File: src/rtl/touch_grid_decoder.sv
// ---------------------------------------------------------------------------
// touch_grid_decoder
//
// Purpose:
//   Maps raw 12-bit touchscreen coordinates onto a ROWS x COLS grid of equal
//   rectangular cells. Each touch is debounced, and the block then emits
//   one-cycle press and release events tagged with the cell index
//   (row*COLS + col). The block sits between the touch controller and the
//   cube state-entry logic.
//
// Optional feature:
//   TOUCH_GRID_REPEAT_EN - when defined, a held press re-fires press_valid
//   every REPEAT_CYCLES cycles with press_is_repeat=1. When undefined there is
//   no repeat logic and press_is_repeat is tied low.
//
// Ports:
//   clk             in   1      system clock
//   rst_n           in   1      synchronous reset, active low
//   x_touch         in   12     touch X coordinate
//   y_touch         in   12     touch Y coordinate
//   active          in   1      touch coordinates valid this cycle
//   press_valid     out  1      one-cycle pulse: qualified press (or repeat)
//   press_is_repeat out  1      qualifies press_valid as an auto-repeat
//   release_valid   out  1      one-cycle pulse: qualified release
//   held            out  1      a press is currently held
//   cell_idx        out  IDX_W  cell of the held/pressed/released touch
// ---------------------------------------------------------------------------
module touch_grid_decoder #(
    parameter int  X_ORIGIN        = 0,
    parameter int  Y_ORIGIN        = 0,
    parameter int  CELL_W          = 100,
    parameter int  CELL_H          = 100,
    parameter int  COLS            = 3,
    parameter int  ROWS            = 3,
    parameter int  DEBOUNCE_CYCLES = 16,
    parameter int  REPEAT_CYCLES   = 1024,
    localparam int IDX_W           = (ROWS * COLS > 1) ? $clog2(ROWS * COLS) : 1
) (
    input  logic             clk,
    input  logic             rst_n,
    input  logic [11:0]      x_touch,
    input  logic [11:0]      y_touch,
    input  logic             active,
    output logic             press_valid,
    output logic             press_is_repeat,
    output logic             release_valid,
    output logic             held,
    output logic [IDX_W-1:0] cell_idx
);

    localparam int CNT_W = $clog2(DEBOUNCE_CYCLES + 1);
    localparam logic [CNT_W-1:0] CNT_LAST = CNT_W'(DEBOUNCE_CYCLES - 1);
    // Exclusive right/bottom edges of the grid; int arithmetic cannot wrap
    // for 12-bit coordinates.
    localparam int X_END = X_ORIGIN + COLS * CELL_W;
    localparam int Y_END = Y_ORIGIN + ROWS * CELL_H;

    if (CELL_W < 1 || CELL_H < 1 || COLS < 1 || COLS > 16 || ROWS < 1 ||
        ROWS > 16 || DEBOUNCE_CYCLES < 1 || REPEAT_CYCLES < 1) begin : g_bad_params
        $error("touch_grid_decoder: parameter out of range");
    end

    typedef enum logic [1:0] {
        S_IDLE,
        S_QUALIFY,
        S_PRESSED
    } state_t;

    // -----------------------------------------------------------------------
    // Hit decode: a column is the highest boundary the coordinate has passed,
    // so a shared edge belongs to the higher cell and no divider is needed.
    // -----------------------------------------------------------------------
    int               x_pos;
    int               y_pos;
    int               col_n;
    int               row_n;
    logic             hit_c;
    logic [IDX_W-1:0] idx_c;

    // NOTE: every variable gets a default at the top of an always_comb so no
    // path can leave it unassigned and infer a latch.
    always_comb begin
        x_pos = int'(x_touch);
        y_pos = int'(y_touch);
        col_n = 0;
        row_n = 0;
        for (int c = 1; c < COLS; c++) begin
            if (x_pos >= X_ORIGIN + c * CELL_W) col_n = c;
        end
        for (int r = 1; r < ROWS; r++) begin
            if (y_pos >= Y_ORIGIN + r * CELL_H) row_n = r;
        end
        hit_c = active && (x_pos >= X_ORIGIN) && (x_pos < X_END) &&
                (y_pos >= Y_ORIGIN) && (y_pos < Y_END);
        idx_c = hit_c ? IDX_W'(row_n * COLS + col_n) : '0;
    end

    // -----------------------------------------------------------------------
    // Stage 1 sample register; the FSM only ever looks at this copy.
    // -----------------------------------------------------------------------
    logic             hit_q;
    logic [IDX_W-1:0] idx_q;

    // NOTE: reset is sampled on the clock edge (synchronous); every flop in
    // this block is a control/state flop, so all of them are reset.
    always_ff @(posedge clk) begin
        if (!rst_n) begin
            hit_q <= 1'b0;
            idx_q <= '0;
        end else begin
            // NOTE: non-blocking assignments so every flop samples the
            // pre-edge value of its inputs, independent of statement order.
            hit_q <= hit_c;
            idx_q <= idx_c;
        end
    end

    // -----------------------------------------------------------------------
    // Debounce / press FSM
    // -----------------------------------------------------------------------
    state_t           state_q,    state_d;
    logic [IDX_W-1:0] cand_q,     cand_d;
    logic [CNT_W-1:0] cnt_q,      cnt_d;
    logic [CNT_W-1:0] rel_cnt_q,  rel_cnt_d;
    logic [IDX_W-1:0] cell_idx_q, cell_idx_d;
    logic             press_q,    press_d;
    logic             repeat_q,   repeat_d;
    logic             release_q,  release_d;
    logic             match;

`ifdef TOUCH_GRID_REPEAT_EN
    localparam int REP_W = $clog2(REPEAT_CYCLES + 1);
    localparam logic [REP_W-1:0] REP_LAST = REP_W'(REPEAT_CYCLES - 1);
    logic [REP_W-1:0] rep_cnt_q, rep_cnt_d;
`endif

    always_comb begin
        state_d    = state_q;
        cand_d     = cand_q;
        cnt_d      = cnt_q;
        rel_cnt_d  = rel_cnt_q;
        cell_idx_d = cell_idx_q;
        press_d    = 1'b0;
        repeat_d   = 1'b0;
        release_d  = 1'b0;
`ifdef TOUCH_GRID_REPEAT_EN
        rep_cnt_d  = rep_cnt_q;
`endif
        match = hit_q && (idx_q == cand_q);

        unique case (state_q)
            S_IDLE: begin
                if (hit_q) begin
                    cand_d = idx_q;
                    if (DEBOUNCE_CYCLES == 1) begin
                        state_d    = S_PRESSED;
                        press_d    = 1'b1;
                        cell_idx_d = idx_q;
                        rel_cnt_d  = '0;
`ifdef TOUCH_GRID_REPEAT_EN
                        rep_cnt_d  = '0;
`endif
                    end else begin
                        state_d = S_QUALIFY;
                        cnt_d   = CNT_W'(1);
                    end
                end
            end

            S_QUALIFY: begin
                if (!hit_q) begin
                    state_d = S_IDLE;
                end else if (!match) begin
                    // Finger moved to another cell: restart on the new one.
                    cand_d = idx_q;
                    cnt_d  = CNT_W'(1);
                end else if (cnt_q == CNT_LAST) begin
                    state_d    = S_PRESSED;
                    press_d    = 1'b1;
                    cell_idx_d = cand_q;
                    rel_cnt_d  = '0;
`ifdef TOUCH_GRID_REPEAT_EN
                    rep_cnt_d  = '0;
`endif
                end else begin
                    cnt_d = cnt_q + CNT_W'(1);
                end
            end

            S_PRESSED: begin
                if (match) begin
                    rel_cnt_d = '0;
`ifdef TOUCH_GRID_REPEAT_EN
                    if (rep_cnt_q == REP_LAST) begin
                        press_d   = 1'b1;
                        repeat_d  = 1'b1;
                        rep_cnt_d = '0;
                    end else begin
                        rep_cnt_d = rep_cnt_q + REP_W'(1);
                    end
`endif
                end else begin
                    // Lift-off and slides both count toward release; a
                    // pending release suppresses repeats.
`ifdef TOUCH_GRID_REPEAT_EN
                    rep_cnt_d = '0;
`endif
                    if (rel_cnt_q == CNT_LAST) begin
                        state_d    = S_IDLE;
                        release_d  = 1'b1;
                        cell_idx_d = cand_q;
                        rel_cnt_d  = '0;
                    end else begin
                        rel_cnt_d = rel_cnt_q + CNT_W'(1);
                    end
                end
            end

            default: state_d = S_IDLE;
        endcase
    end

    always_ff @(posedge clk) begin
        if (!rst_n) begin
            state_q    <= S_IDLE;
            cand_q     <= '0;
            cnt_q      <= '0;
            rel_cnt_q  <= '0;
            cell_idx_q <= '0;
            press_q    <= 1'b0;
            repeat_q   <= 1'b0;
            release_q  <= 1'b0;
        end else begin
            state_q    <= state_d;
            cand_q     <= cand_d;
            cnt_q      <= cnt_d;
            rel_cnt_q  <= rel_cnt_d;
            cell_idx_q <= cell_idx_d;
            press_q    <= press_d;
            repeat_q   <= repeat_d;
            release_q  <= release_d;
        end
    end

`ifdef TOUCH_GRID_REPEAT_EN
    always_ff @(posedge clk) begin
        if (!rst_n) rep_cnt_q <= '0;
        else        rep_cnt_q <= rep_cnt_d;
    end
    assign press_is_repeat = repeat_q;
`else
    assign press_is_repeat = 1'b0;
`endif

    assign press_valid   = press_q;
    assign release_valid = release_q;
    assign held          = (state_q == S_PRESSED);
    assign cell_idx      = cell_idx_q;

endmodule

File: config.mk
export PLATFORM = sky130hd
export DESIGN_NAME = touch_grid_decoder
export DESIGN_NICKNAME = d
export VERILOG_FILES = /design/src/rtl/touch_grid_decoder.sv
export SDC_FILE = /design/constraint.sdc
export NUM_CORES = 1
export LEC_CHECK = 0
export CAP_MARGIN = 25
export CORE_MARGIN = 5
export CORE_UTILIZATION = 50
export CTS_BUF_LIST = sky130_fd_sc_hd__clkbuf_4 sky130_fd_sc_hd__clkbuf_8
export CTS_CLUSTER_DIAMETER = 60
export DETAILED_ROUTE_END_ITERATION = 6
export PLACE_DENSITY = 0.79
export SYNTH_ARGS = -nofsm -noshare
export SYNTH_HDL_FRONTEND = slang
export SYNTH_SLANG_ARGS = --single-unit
File: constraint.sdc
create_clock -name clk -period 2.6 [get_ports clk]
set_input_delay 0.26 -clock clk [delete_from_list [all_inputs] [get_ports clk]]
set_output_delay 0.26 -clock clk [all_outputs]
set_load 0.005 [all_outputs]
==> impl_metrics.ini, run 1 <==
[run_status]
status = complete, no violations

[placed_design]
hpwl_mm = 2.30
gp_congestion = 0.802
post-place-ws_ps = -146
port_buffers = 29

[timing]
hold_violations = 0
max_slew_margin = 0.635
min_period_ps = 2400
slew_viol_final = 0
fin_crit_sh = 0.923
setup_viol = 0
finClkSkew_ps = 4.13
layout_setup_ws_ps = 199
rsz0062_at_grt = no
max_freq_mhz = 417
tightest_slew_ps = 544

[cts]
cts_tree = done
cts_made_buffers = 3
clock_latency_ps = 330
cts_setup_buffers = 0
cts_max_level = 1
cts_sinks = 27
cts.path.max_buffers = 2
cts_hold_buf = 0
cts_resized = 0
cts-root-buf = clkbuf_4
clkSlewWorstSetupHoldPaths_ps = 140

[floorplanning]
pin_count = 35
rows = 19
die_area_mm2 = 0.00391
initial_core_util = 0.509
coreArea_mm2 = 0.00271
die_width_um = 62.5
die_h_um = 62.5

[drt]
num_vias = 1233
drtAntennaViolNets = 0
drt_iter0_drc = 46
routed_wl_mm = 2.83
drt_pre_antenna_iters = 4
drc = 0
routedWlPerCell_um = 12.9
viasPerCell = 5.63

[worst_setup_path]
regToRegStartpoint = cand_q[0]$_SDFFE_PN0P_
ff2ff_path_depth = 5
required_ps = 2880
cp_max_fo = 2
cp.arrival_ps = 2680
setup.worst_path.class = in2reg
crit_path_start_kind = primary input
r2r_setup_slack_ps = 670
crit_path_start = y_touch[9]
reg2reg_to = rel_cnt_q[3]$_SDFFE_PN0P_
end_kind = register

[grt]
grt-busiest-layer = met2
overflow = 0
first_global_vias = 1247
grt_max_degree = 17
gr-usage-met2 = 0.277
use_met1 = 0.169
grt_pass1_wl_mm = 5.13
grt_antenna_before_repair = 0
gr-usage-all-layers = 0.155
gr-usage-met3 = 0.0378

[pwr]
cellPowerDensity_mw_per_mm2 = 382
p_total_w = 0.000665
leakage_nw = 0.699
ir_drop_mv = 0.356

[logic_synthesis]
ys.warnings.count = 0
synth_most_common_cell = dfxtp_1
yosys.area.top_type = dfxtp_1
synth_ff_type = dfxtp_1
synthArstFlopShare = 0
synth_edf_count = 0
yosys.area.top_type_share = 0.392
synthTopCellsByCount = dfxtp_1 (27), nand2_1 (24), a21oi_1 (11)
synth_area_per_cell_um2 = 8.79
synth-seq-cells = 27
synthesis.instances = 157
synthTopCellsByArea = dfxtp_1 (39%), nand2_1 (6.5%), ha_1 (5.4%)
synth_cell_types = 42
syn_nets = 191
seq_area_frac_synth = 0.392
synth_area_mm2 = 0.00138

[finish]
antennaDiodeCount = 0
layout-area-overhead-vs-synth_pct = 26.0
fin_util = 0.642
drive_gt1_frac = 0.0691
nets = 223

[min_path]
whs_path_depth = 2
min_to = rel_cnt_q[4]$_SDFFE_PN0P_
min-delay-start = rel_cnt_q[4]$_SDFFE_PN0P_
hp-class = reg2reg

[job]
drv_cap = 0
how the worst max path moves through the flow:
stage,to,slack [ps]
final,idx_q[2]$_SDFF_PN0_,200
after global routing,idx_q[2]$_SDFF_PN0_,90
after CTS,idx_q[2]$_SDFF_PN0_,200
after detailed placement,idx_q[2]$_SDFF_PN0_,-150
after global placement,idx_q[2]$_SDFF_PN0_,-80
after floorplan,idx_q[2]$_SDFF_PN0_,350
worst max-delay path: stages:
cell and delay (ps):
clkdlybuf4s50_1 420, or4_1 550, or3_1 370, ha_1 320
ha_1 200, inv_1 60, fa_1 400, nor2b_1 110
metal layers:
layer	part of all wire	up-vias	routed length (um)
met2	0.51	32	1430
li1	-	621	-
met4	0.021	0	59
met1	0.41	575	1160
met5	0	-	0
met3	0.062	5	176
layout make-up:
class                   instances  area [um2]
clock buffers                   3        22.5
clock inverters                 1        7.51
fillers                       246         971
inverters                       6        22.5
multi-input cells             119         795
flip-flops and latches         27         541
well taps                      31        38.8
repair buffers                 32         313
cells in the final DEF (no fill, tap or decap), types with 2 or more instances in the layout:
| cell | instances |
|---|---|
| nor2b_1 | 3 |
| a31oi_1 | 3 |
| a22oi_1 | 2 |
| and2_1 | 5 |
| inv_1 | 6 |
| or3_1 | 3 |
| clkbuf_4 | 3 |
| a21o_1 | 2 |
| o21ai_0 | 2 |
| nor2_1 | 8 |
| o22ai_1 | 2 |
| buf_4 | 3 |
| dfxtp_1 | 27 |
| mux2i_1 | 6 |
| xor2_1 | 4 |
| nand3b_1 | 2 |
| and3_1 | 2 |
| a21oi_1 | 11 |
| clkdlybuf4s50_1 | 29 |
| nand2b_1 | 4 |
| a211oi_1 | 2 |
| nor3_1 | 4 |
| ha_1 | 6 |
| nand2_1 | 24 |
| nand3_1 | 5 |
| a211o_1 | 2 |
power breakdown:
part	switching, W	total [W]	leakage, nW	internal [W]
Sequential	0.0000000982	0.000414	0.217	0.000414
Clock	0.000126	0.000185	0.0139	0.0000590
Combinational	0.0000253	0.0000655	0.468	0.0000403
through the flow:
step | area [um2] | hold WS [ps] | cells | TNS [ps]
detailed placement | 1710 | 440 | 215 | -154
global route | 1740 | 498 | 219 | 0
CTS | 1740 | 458 | 219 | 0
finish | 1740 | 453 | 219 | 0
floorplan | 1380 | 367 | 157 | 0
global placement | 1710 | 424 | 215 | -84.3
state kept, by name, indices dropped and copies added (netlist names):
signal	count
idx_q	4
press_valid	1
cand_q	4
state_q	2
rel_cnt_q	5
cnt_q	5
hit_q	1
release_valid	1
cell_idx	4
kinds of logic (layout without fill, tap and decap cells):
| family | count (synthesis) | count (layout) | synth area share |
|---|---|---|---|
| and+or+nand+nor | 65 | 65 | 0.248 |
| AOI/OAI and AO/OA | 36 | 36 | 0.188 |
| DFF | 27 | 27 | 0.392 |
| buffers and inverters | 11 | 42 | 0.0326 |
| adders and majority gates | 7 | 7 | 0.0689 |
| muxes | 6 | 6 | 0.0435 |
| xor gates and xnor gates | 4 | 4 | 0.0254 |
| other | 1 | 1 | 0.00272 |
Power figures use the tool's default switching activity.
==> run 2, diff against run 1 <==
--- a/config.mk
+++ b/config.mk
@@ -7,11 +7,11 @@
 export LEC_CHECK = 0
 export CAP_MARGIN = 25
 export CORE_MARGIN = 5
-export CORE_UTILIZATION = 50
-export CTS_BUF_LIST = sky130_fd_sc_hd__clkbuf_4 sky130_fd_sc_hd__clkbuf_8
+export CORE_UTILIZATION = 35
+export CTS_BUF_LIST = sky130_fd_sc_hd__clkbuf_16
 export CTS_CLUSTER_DIAMETER = 60
 export DETAILED_ROUTE_END_ITERATION = 6
-export PLACE_DENSITY = 0.79
+export PLACE_DENSITY = 0.62
 export SYNTH_ARGS = -nofsm -noshare
 export SYNTH_HDL_FRONTEND = slang
 export SYNTH_SLANG_ARGS = --single-unit
==> run 2 against run 1 <==
Effect of this change: global-route usage down 3.8 points; critical path depth is the same; sequential cell count did not move; clock power grew 91%; non-clock buffer count is 1 higher; count of clock-buffer cells in the layout did not move; power rose by 26%; utilization decreased by 16 points.
==> impl_metrics.ini, run 2 (synthesis results as in run 1) <==
[run_status]
status = complete, no violations

[job]
drv_cap = 0

[timing]
slew_viol_final = 0
layout_setup_ws_ps = 167
hold_ws_ps = 436
min_period_ps = 2430
finClkSkew_ps = 4.73
rsz0062_at_grt = no
max_slew_margin = 0.625
setup_viol = 0
fin_crit_sh = 0.936
tightest_slew_ps = 558
max_freq_mhz = 411
hold_violations = 0

[finish]
antennaDiodeCount = 0
fin_util = 0.486
drive_gt1_frac = 0.0741
final_cell_mix = clkdlybuf4s50_1 (29), dfxtp_1 (27), nand2_1 (24)
multi_input_area_um2 = 795
fillers = 384
reg_top3 = cnt_q (5), rel_cnt_q (5)
nets = 224
seq_area_um2 = 541
final_common_cell = clkdlybuf4s50_1
layout-area-overhead-vs-synth_pct = 31.9

[worst_setup_path]
reg2reg_to = rel_cnt_q[3]$_SDFFE_PN0P_
cp_slowest_stage_delay_ps = 530
crit_chain = clkdlybuf4s50_1 -> or4_1 -> or3_1 -> ha_1 -> ha_1 -> inv_1 -> fa_1 -> nor2b_1
timing.critical_path.buf_inv = 2
ff2ff_path_depth = 5
setup.worst_path.class = in2reg
cp_max_fo = 2
end_kind = register
cpMaxStageDelayCell = or4_1
cp.arrival_ps = 2640
critPathTopFamily = simple AND/OR/NAND/NOR gates
path_common_cell = ha_1
r2r_setup_slack_ps = 690
required_ps = 2810
crit_path_start_kind = primary input
regToRegStartpoint = cand_q[0]$_SDFFE_PN0P_

[drt]
drt_pre_antenna_iters = 4
drc = 0
viasPerCell = 5.14
routed_wl_mm = 2.85
drtAntennaViolNets = 0
routedWlPerCell_um = 12.0
drt_iter0_drc = 56
num_vias = 1218

[pwr]
ir_drop_mv = 0.259
leakage_nw = 0.727
cellPowerDensity_mw_per_mm2 = 458

[floorplanning]
initial_core_util = 0.369
die_width_um = 72.8
pin_count = 35
die_h_um = 72.8
rows = 22
coreArea_mm2 = 0.00374
die_area_mm2 = 0.00530

[grt]
grt_pass1_wl_mm = 5.03
grt_max_degree = 19
gr-usage-all-layers = 0.116
grt_antenna_before_repair = 0
first_global_vias = 1219
overflow = 0

[cts]
cts_max_level = 1
cts_setup_buffers = 0
cts_sinks = 27
clkSlewWorstSetupHoldPaths_ps = 70
cts.path.max_buffers = 2
cts_hold_buf = 0
cts_tree = done
clock_latency_ps = 260
cts_made_buffers = 3
cts_resized = 0
cts-root-buf = clkbuf_16

[placed_design]
hpwl_mm = 2.31
post-place-ws_ps = -110
gp_congestion = 0.711
port_buffers = 29

[min_path]
whs_path_depth = 2
hp-class = reg2reg
min-delay-start = rel_cnt_q[4]$_SDFFE_PN0P_
min_to = rel_cnt_q[4]$_SDFFE_PN0P_
-- run 2: per-layer routing --
| layer | wire length [um] | up-vias | global-route usage |
|---|---|---|---|
| li1 | - | 621 | - |
| met1 | 1250 | 561 | 0.140 |
| met2 | 1430 | 31 | 0.203 |
| met3 | 119 | 5 | 0.0152 |
| met4 | 47 | 0 | 0.0553 |
| met5 | 0 | - | 0 |
-- run 2: layout make-up --
class                           instances  area share
Timing Repair Buffer                   33       0.176
Clock buffer                            3      0.0412
Tap cell                               48      0.0330
Clock inverter                          1     0.00412
Inverter                                6      0.0124
Sequential cell                        27       0.297
Multi-Input combinational cell        119       0.436
-- run 2: worst max-delay path by stage --
| stage | start | endpoint | cells past startpoint |
|---|---|---|---|
| 2_1_floorplan | y_touch[9] | idx_q[2]$_SDFF_PN0_ | 7 |
| 3_3_place_gp | y_touch[9] | idx_q[2]$_SDFF_PN0_ | 8 |
| 3_5_place_dp | y_touch[8] | idx_q[2]$_SDFF_PN0_ | 8 |
| 4_1_cts | y_touch[8] | idx_q[2]$_SDFF_PN0_ | 8 |
| 5_1_grt | y_touch[8] | idx_q[2]$_SDFF_PN0_ | 8 |
| 6_report | y_touch[9] | idx_q[2]$_SDFF_PN0_ | 8 |
-- run 2: where the power goes --
part | leakage [nW] | internal, W | switching [W]
Sequential | 0.217 | 0.000413 | 0.0000000963
Combinational | 0.473 | 0.0000412 | 0.0000260
Clock | 0.0371 | 0.000209 | 0.000145
-- run 2: worst register-to-register path, delay by kind of cell, from the launching register on --
family / cells / cell delay, ps
AO/OA/AOI/OAI: 3 / 710
flip-flops: 1 / 330
AND/OR/NAND/NOR: 1 / 570
XOR/XNOR: 1 / 190
-- run 2: through the flow --
stage                     setup TNS [ps]  area, um2  power (W)  cells
after floorplan                        0       1380   0.000444    157
after global placement             -91.6       1740   0.000489    233
after detailed placement            -110       1740   0.000490    233
after CTS                              0       1820   0.000841    237
after global routing                   0       1820   0.000864    237
final                                  0       1820   0.000835    237
